$ cat src/rtl/alarm_setter.sv
// Front-panel alarm controller: conditions four push-buttons, edits the alarm
// time fields, arms the alarm and drives ring/snooze/stop on a match pulse.
module alarm_setter #(
    parameter int RING_TIMEOUT  = 12,
    parameter int SNOOZE_CYCLES = 8,
    parameter int MAX_SNOOZE    = 3
) (
    input  logic       clk,
    input  logic       reset,
    input  logic       btn_mode,
    input  logic       btn_inc,
    input  logic       btn_snooze,
    input  logic       btn_stop,
    input  logic       alarm_in,
    output logic [1:0] alarm_hours,
    output logic [1:0] alarm_minutes,
    output logic [3:0] alarm_seconds,
    output logic       alarm_en,
    output logic [1:0] set_field,
    output logic       ring,
    output logic       snoozing
);

    typedef enum logic [2:0] {
        IDLE,
        SET_H,
        SET_M,
        SET_S,
        RINGING,
        SNOOZE
    } state_t;

    // Button vector order: {stop, snooze, inc, mode}
    logic [3:0] btn_raw;
    logic [3:0] btn_p0;
    logic [3:0] btn_p1;
    logic [3:0] btn_p2;
    logic [3:0] ev;

    assign btn_raw = {btn_stop, btn_snooze, btn_inc, btn_mode};

    // Stage p0/p1: two-flop synchronizer; p2: history for edge detection
    always_ff @(posedge clk or posedge reset) begin
        if (reset) begin
            btn_p0 <= '0;
            btn_p1 <= '0;
            btn_p2 <= '0;
        end else begin
            btn_p0 <= btn_raw;
            btn_p1 <= btn_p0;
            btn_p2 <= btn_p1;
        end
    end

    assign ev = btn_p1 & ~btn_p2;

    logic ev_mode, ev_inc, ev_snooze, ev_stop;
    assign ev_mode   = ev[0];
    assign ev_inc    = ev[1];
    assign ev_snooze = ev[2];
    assign ev_stop   = ev[3];

    state_t     state_q, state_d;
    logic [7:0] ring_cnt_q, ring_cnt_d;
    logic [7:0] snz_cnt_q, snz_cnt_d;
    logic [2:0] snz_num_q, snz_num_d;
    logic [1:0] hours_d, minutes_d;
    logic [3:0] seconds_d;
    logic       en_d;
    logic [1:0] set_field_d;
    logic       ring_d, snoozing_d;

    always_comb begin
        state_d    = state_q;
        ring_cnt_d = ring_cnt_q;
        snz_cnt_d  = snz_cnt_q;
        snz_num_d  = snz_num_q;
        hours_d    = alarm_hours;
        minutes_d  = alarm_minutes;
        seconds_d  = alarm_seconds;
        en_d       = alarm_en;

        case (state_q)
            IDLE: begin
                if (alarm_in && alarm_en) begin
                    state_d    = RINGING;
                    ring_cnt_d = 8'(RING_TIMEOUT);
                    snz_num_d  = '0;
                end else if (ev_mode) begin
                    state_d = SET_H;
                end else if (ev_inc) begin
                    en_d = ~alarm_en;
                end
            end
            SET_H: begin
                if (ev_mode)     state_d = SET_M;
                else if (ev_inc) hours_d = alarm_hours + 2'd1;
            end
            SET_M: begin
                if (ev_mode)     state_d = SET_S;
                else if (ev_inc) minutes_d = alarm_minutes + 2'd1;
            end
            SET_S: begin
                if (ev_mode)     state_d = IDLE;
                else if (ev_inc) seconds_d = alarm_seconds + 4'd1;
            end
            RINGING: begin
                if (ev_stop) begin
                    state_d = IDLE;
                end else if (ev_snooze) begin
                    if (snz_num_q < 3'(MAX_SNOOZE)) begin
                        state_d   = SNOOZE;
                        snz_num_d = snz_num_q + 3'd1;
                        snz_cnt_d = 8'(SNOOZE_CYCLES);
                    end else begin
                        state_d = IDLE;
                    end
                end else begin
                    ring_cnt_d = ring_cnt_q - 8'd1;
                    if (ring_cnt_q <= 8'd1) state_d = IDLE;
                end
            end
            SNOOZE: begin
                if (ev_stop) begin
                    state_d = IDLE;
                end else begin
                    snz_cnt_d = snz_cnt_q - 8'd1;
                    if (snz_cnt_q <= 8'd1) begin
                        state_d    = RINGING;
                        ring_cnt_d = 8'(RING_TIMEOUT);
                    end
                end
            end
            default: state_d = IDLE;
        endcase

        // Indicator outputs are decoded from the next state so they register with it
        set_field_d = 2'd0;
        ring_d      = 1'b0;
        snoozing_d  = 1'b0;
        case (state_d)
            SET_H:   set_field_d = 2'd1;
            SET_M:   set_field_d = 2'd2;
            SET_S:   set_field_d = 2'd3;
            RINGING: ring_d      = 1'b1;
            SNOOZE:  snoozing_d  = 1'b1;
            default: ;
        endcase
    end

    always_ff @(posedge clk or posedge reset) begin
        if (reset) begin
            state_q       <= IDLE;
            ring_cnt_q    <= '0;
            snz_cnt_q     <= '0;
            snz_num_q     <= '0;
            alarm_hours   <= '0;
            alarm_minutes <= '0;
            alarm_seconds <= '0;
            alarm_en      <= 1'b0;
            set_field     <= '0;
            ring          <= 1'b0;
            snoozing      <= 1'b0;
        end else begin
            state_q       <= state_d;
            ring_cnt_q    <= ring_cnt_d;
            snz_cnt_q     <= snz_cnt_d;
            snz_num_q     <= snz_num_d;
            alarm_hours   <= hours_d;
            alarm_minutes <= minutes_d;
            alarm_seconds <= seconds_d;
            alarm_en      <= en_d;
            set_field     <= set_field_d;
            ring          <= ring_d;
            snoozing      <= snoozing_d;
        end
    end

endmodule

$ cat config.mk
export PLATFORM = sky130hd
export DESIGN_NAME = alarm_setter
export DESIGN_NICKNAME = d
export VERILOG_FILES = /design/src/rtl/alarm_setter.sv
export SDC_FILE = /design/constraint.sdc
export NUM_CORES = 1
export LEC_CHECK = 0
export CAP_MARGIN = 5
export CORE_UTILIZATION = 30
export DETAILED_ROUTE_END_ITERATION = 10
export SLEW_MARGIN = 20
export SYNTH_ARGS = -nofsm -noshare
export SYNTH_HDL_FRONTEND = slang
export SYNTH_SLANG_ARGS = --single-unit
export TNS_END_PERCENT = 100
$ cat constraint.sdc
create_clock -name clk -period 1.7 [get_ports clk]
set_input_delay 0.51 -clock clk [delete_from_list [all_inputs] [get_ports clk]]
set_output_delay 0.51 -clock clk [all_outputs]
set_load 0.05 [all_outputs]
==> reports/results.tsv, run 1 <==
stage	metric	value	unit
outcome	status	complete, no violations	
worst_hold_path	hold_path.class	reg2reg	
cts	htreeDepth	2	
worst_setup_path	required	1900	ps
worst_setup_path	r2r_start	snz_cnt_q[0]	
timing	fmax	606	MHz
pwr	p_clk_frac	0.135	
drt	routedWlPerCell	12.5	um
timing	hold_viol	0	
drt	drt_pass1_iterations	4	
place	place.detailed.hpwl	3.18	mm
worst_setup_path	r2r_cells	6	
cts	numCtsBuffers	5	
worst_hold_path	worstHoldEndpoint	btn_p1[0]	
pwr	p_seq_frac	0.340	
worst_setup_path	path_cells	inv_2 -> ha_4 -> or2_4 -> a31o_4 -> a21boi_4 -> mux2_4	
worst_hold_path	holdPathStages	0	
pwr	p_leak	1.35	nW
yosys	syn_area	2190	um2
drt	ant_nets	0	
pwr	p_switching	2.04	mW
worst_setup_path	endpoint_kind	flop	
cts	cts_tree	done	
floorplanning	coreArea	6910	um2
drt	via_per_inst	4.75	
yosys	synth_flop_cell	dfrtp_1	
global_route	antenna_found_initial	0	
global_route	grt_pass1_wl	7.65	mm
worst_setup_path	setup.worst_path.start_class	flop	
pwr	p_per_area	1660	nW/um2
drt	wirelength	4.45	mm
timing	finalCriticalPeriod	1650	ps
worst_setup_path	slowest_delay	400	ps
timing	setup_viol	0	
worst_setup_path	r2r_setup_slack	50	ps
yosys	yosys_register_bits	47	
worst_setup_path	criticalPathCategory	reg2reg	
cts	path_clk_slew	90	ps
floorplanning	die_h	87.5	um
drt	drt_iter0_markers	115	
timing	skew	7.51	ps
timing	relSlewSlack	0.712	
worst_setup_path	cp.arrival	1850	ps
cells_and_area	num_antenna_cells	0	
pwr	sw_frac_of_total	0.398	
yosys	synth_top_family_by_area	simple AND/OR/NAND/NOR gates	
worst_setup_path	r2r-end	ring_cnt_q[1]	
floorplanning	io_pins	20	
timing	rsz0062_at_grt	true	
global_route	gr-usage-all-layers	0.129	
worst_setup_path	crit_family	flip-flops	
cells_and_area	drive_gt1_frac	0.356	
place	numPortBuffers	19	
timing	worstMarginPinSlew	433	ps
place	placed_area	2890	um2
floorplanning	start_util	0.317	
worst_setup_path	crit_cells	6	
yosys	syn_avg_cell_area	11.0	um2
yosys	synth_xor_area_frac	0.0320	
yosys	yosys.cell_types.count	52	
drt	drc	0	
global_route	grt_max_degree	22	
worst_hold_path	worst_hold_startpoint	btn_p0[0]	
yosys	synth_simple_gate_area_frac	0.200	
cts	clock_path_buffers	2	
flow_run	maxCapViolations	0	
yosys	async_flop_share	1.00	
worst_setup_path	path_buf_inv	1	
yosys	synth-compound-area-share	0.148	
pwr	p_int	3.09	mW
worst_setup_path	crit_slowest_cell	dfrtp_1	
cts	clockRootBuffer	clkbuf_8	
floorplanning	rows	30	
pwr	peakVddDrop	0.653	mV
yosys	ys_seq_area_frac	0.537	
cts	cts_hold_buf	0	
yosys	syn_inst	200	
cts	clock_sinks	47	
cells_and_area	num-nets-final	273	
cells_and_area	fin_area	3090	um2
yosys	synth_fa_ha_area_frac	0.0343	
global_route	grt_pass1_vias	1664	
yosys	synthMuxAreaShare	0.0194	
floorplanning	die-area	7650	um2
yosys	yosys_warnings	0	
yosys	synth-edff-count	0	
timing	drv_slew	0	
floorplanning	die_w	87.5	um
pwr	combPwrFrac	0.525	
cells_and_area	areaGrowthSynthToFinish	41.2	%
drt	dr_total_vias	1697	
worst_setup_path	path_max_fanout	3	
global_route	grt_overflow	0	
cts	worstSkewPairLatency	300	ps
place	place.gp.congestion	0.816	
pwr	total_power	5.13	mW
yosys	synth_fp_nets	213	
timing	fin_crit_sh	0.971	
-- how the worst max path moves through the flow --
stage                     slack (ps)       endpoint          from
after floorplan                  -50  ring_cnt_q[1]      alarm_en
after global placement          -430  ring_cnt_q[1]      alarm_in
after detailed placement        -450  ring_cnt_q[6]      alarm_in
after CTS                          4   snz_cnt_q[6]    state_q[1]
after global routing              -6  ring_cnt_q[2]  snz_cnt_q[0]
final                             50  ring_cnt_q[1]  snz_cnt_q[0]
-- final cells by class --
cell class | instances | area, um2
Fill cell | 660 | 3810
Sequential cell | 47 | 1180
Multi-Input combinational cell | 140 | 1030
Timing Repair Buffer | 59 | 648
Tap cell | 96 | 120
Clock buffer | 5 | 68.8
Inverter | 7 | 26.3
Clock inverter | 3 | 23.8
-- logic make-up (layout without fill, tap and decap cells) --
logic type / after synthesis / count (layout)
DFF: 47 / 47
muxes: 4 / 4
xor gates and xnor gates: 8 / 8
adders and majority gates: 6 / 6
AOI/OAI and AO/OA: 47 / 47
buffers and inverters: 13 / 74
and+or+nand+nor: 75 / 75
-- power by group through the flow --
stage | Sequential (mW) | Combinational, mW | Clock, mW
2_1_floorplan | 1.95 | 1.14 | 0
3_3_place_gp | 1.75 | 2.39 | 0
3_5_place_dp | 1.75 | 2.42 | 0
4_1_cts | 1.74 | 2.54 | 0.723
5_1_grt | 1.79 | 2.93 | 0.754
6_report | 1.75 | 2.69 | 0.692
-- routing by layer --
metal / routed length (um) / GRT usage / vias to the layer above
li1: - / - / 857
met1: 2250 / 0.183 / 803
met2: 1990 / 0.191 / 30
met3: 157 / 0.0313 / 7
met4: 50 / 0.0447 / 0
met5: 0 / 0 / -
-- cells in the mapped netlist, types with 4 or more instances --
cell type  number  area share
dfrtp_1        47        0.54
nand4_1         4       0.011
nand2b_1        5       0.014
xnor2_1         6       0.024
ha_1            6       0.034
a21oi_1        10       0.023
inv_1           7       0.012
nor2_1         14       0.024
a31oi_1         5       0.014
o21ai_0         8       0.018
nand2_1        11       0.019
nor2b_1         4       0.011
nand3_1         7       0.016
nor3_1          9       0.021
-- metrics by stage --
stage	setup slack, ps	TNS (ps)	hold WS, ps	cells	util
after floorplan	-51.8	-79.3	331	200	-
after CTS	3.58	0	358	354	0.438
after global placement	-432	-4170	332	344	0.418
final	50.1	0	357	357	0.448
after detailed placement	-448	-4220	335	344	0.418
after global routing	-6.33	-17.2	365	357	0.448
-- what timing repair did --
action	CTS	global route
setup buffers	2	3
gates resized for setup	8	14
endpoints found under the setup margin	8	14
gates cloned	0	0
pin swaps	2	5
-- state kept, by name, summed over array words and instances, names as in the netlist --
signal         flops
ring_cnt_q         8
snz_cnt_q          8
alarm_seconds      4
btn_p0             4
btn_p1             4
btn_p2             4
snz_num_q          3
state_q            3
alarm_hours        2
alarm_minutes      2
set_field          2
alarm_en           1
ring               1
snoozing           1
-- cells in the final DEF, fill, tap and decap left out, types with 6 or more instances in the layout --
master and instances:
dfrtp_1 44, xnor2_1 6, nand2_1 10, nor2_1 13, nor3_1 8, buf_4 37, a21oi_1 9, buf_12 15
o21ai_0 7
Note: power is estimated with default switching activity, not from simulation.
==> inputs of run 2 (changes only) <==
--- a/config.mk
+++ b/config.mk
@@ -5,6 +5,7 @@
 export SDC_FILE = /design/constraint.sdc
 export NUM_CORES = 1
 export LEC_CHECK = 0
+export ABC_CLOCK_PERIOD_IN_PS = 1500
 export CAP_MARGIN = 5
 export CORE_UTILIZATION = 30
 export DETAILED_ROUTE_END_ITERATION = 10
==> constraint.sdc (replaced) <==
create_clock -name clk -period 1.5 [get_ports clk]
set_input_delay 0.45 -clock clk [delete_from_list [all_inputs] [get_ports clk]]
set_output_delay 0.45 -clock clk [all_outputs]
set_load 0.05 [all_outputs]
==> reports/results.tsv, run 2 (same netlist as run 1, synthesis figures left out) <==
stage	metric	value	unit
outcome	status	complete, but fails checks	
outcome	violations	negative setup slack	
floorplanning	rows	30	
timing	rsz0062_at_grt	true	
timing	finalCriticalPeriod	1660	ps
cells_and_area	multi_input_area	1170	um2
pwr	combPwrFrac	0.573	
worst_setup_path	crit_slowest_cell	dfrtp_1	
cells_and_area	reg_top3	ring_cnt_q x8, snz_cnt_q x8	
worst_setup_path	setup.worst_path.start_class	flop	
cts	clock_path_buffers	2	
floorplanning	start_util	0.317	
worst_setup_path	endpoint_kind	flop	
global_route	grt_pass1_wl	7.60	mm
cells_and_area	final_common_cell	buf_4	
drt	routedWlPerCell	12.5	um
place	place.detailed.hpwl	3.27	mm
worst_setup_path	path_max_fanout	7	
cts	path_clk_slew	90	ps
floorplanning	die-area	7650	um2
worst_setup_path	path_buf_inv	1	
cells_and_area	num-nets-final	291	
timing	worstMarginPinSlew	325	ps
worst_setup_path	path_cells	ha_2 -> or2_4 -> a31o_4 -> a21boi_4 -> buf_6 -> o21a_1	
timing	fmax	603	MHz
worst_setup_path	cp.arrival	1850	ps
global_route	grt_max_degree	31	
floorplanning	die_w	87.5	um
timing	hold_viol	0	
cells_and_area	areaGrowthSynthToFinish	55.2	%
place	place.gp.congestion	0.785	
cells_and_area	fin_area	3400	um2
cells_and_area	num_antenna_cells	0	
floorplanning	coreArea	6910	um2
cts	cts_tree	done	
timing	fin_ws	-158	ps
global_route	antenna_found_initial	0	
cts	numCtsBuffers	5	
worst_setup_path	r2r_start	snz_cnt_q[0]	
drt	drc	0	
worst_setup_path	crit_family	compound AO/OA/AOI/OAI gates	
drt	ant_nets	0	
cts	htreeDepth	2	
cells_and_area	final_cell_mix	buf_4 (45), dfrtp_1 (43), buf_12 (14)	
worst_setup_path	slowest_delay	420	ps
place	placed_area	3020	um2
global_route	gr-usage-all-layers	0.128	
pwr	p_clk_frac	0.117	
flow_run	maxCapViolations	0	
cells_and_area	drive_gt1_frac	0.452	
floorplanning	io_pins	20	
worst_setup_path	criticalPathCategory	reg2reg	
pwr	peakVddDrop	0.504	mV
timing	skew	10.2	ps
worst_hold_path	worst_hold_startpoint	btn_p0[3]	
cts	cts_hold_buf	0	
place	numPortBuffers	19	
worst_hold_path	hold_path.class	reg2reg	
drt	dr_total_vias	1772	
global_route	grt_overflow	0	
drt	drt_pass1_iterations	4	
timing	fin_crit_sh	1.11	
worst_setup_path	required	1690	ps
drt	wirelength	4.68	mm
cts	clockRootBuffer	clkbuf_8	
drt	via_per_inst	4.73	
timing	drv_slew	0	
timing	finalSetupTns	-1370	ps
timing	setup_viol	16	
pwr	p_int	3.84	mW
pwr	sw_frac_of_total	0.397	
pwr	p_leak	1.47	nW
cts	worstSkewPairLatency	300	ps
worst_setup_path	worstSetupStartpoint	snz_cnt_q[0]	
cells_and_area	num-fill-cells	612	
timing	relSlewSlack	0.782	
pwr	p_per_area	1870	nW/um2
cts	clock_sinks	47	
pwr	p_switching	2.53	mW
drt	drt_iter0_markers	62	
cells_and_area	seqCellArea	1180	um2
global_route	grt_pass1_vias	1679	
pwr	p_seq_frac	0.311	
worst_setup_path	r2r_setup_slack	-160	ps
floorplanning	die_h	87.5	um
[run 2: cell types whose count changed in the layout (fill, tap and decap cells not counted), sizes merged]
cell,previous run,this run
buf,53,71
inv,8,6
clkbuf,5,6
clkinv,0,1
[run 2: what timing repair did]
item                       CTS  global route
setup buffers                2             6
pin swaps                    7            12
setup endpoints to repair   19            23
hold endpoints to repair     0             0
gates resized for setup     22            33
[run 2: metal layers]
layer,track usage,part of all wire
met1,0.174,0.49
met2,0.197,0.47
met3,0.0341,0.029
met4,0.0462,0.0077
met5,0,0
[run 2: stage by stage]
| stage | worst slack (ps) | cells | utilization | hold slack, ps | power [mW] |
|---|---|---|---|---|---|
| final | -158 | 375 | 0.492 | 353 | 6.37 |
| after global routing | -213 | 375 | 0.492 | 364 | 6.77 |
| after CTS | -157 | 369 | 0.464 | 355 | 5.96 |
| after detailed placement | -602 | 359 | 0.438 | 339 | 4.95 |
| after global placement | -571 | 359 | 0.438 | 332 | 4.91 |
| after floorplan | -249 | 200 | - | 331 | 3.58 |
[run 2: cell type report]
type | instances | share of cell area
clock buffers | 6 | 0.0213
flip-flops and latches | 47 | 0.347
multi-input cells | 140 | 0.344
clock inverters | 2 | 0.00368
inverters | 7 | 0.00883
repair buffers | 77 | 0.239
well taps | 96 | 0.0353
[run 2: final timing paths]
check                                  to  cells after the start
max                         ring_cnt_q[2]                      6
max in group asynchronous      state_q[2]                      3
min                             btn_p1[3]                      0
min reg2reg                     btn_p1[3]                      0
min in group asynchronous  alarm_hours[1]                      3
max reg2reg                 ring_cnt_q[2]                      6
[run 2: power by group through the flow]
stage	Clock [mW]	Sequential, mW	Combinational, mW
3_3_place_gp	0	1.94	2.97
5_1_grt	0.822	2.03	3.92
6_report	0.744	1.98	3.64
3_5_place_dp	0	1.95	3.00
4_1_cts	0.772	1.96	3.23
2_1_floorplan	0	2.22	1.36
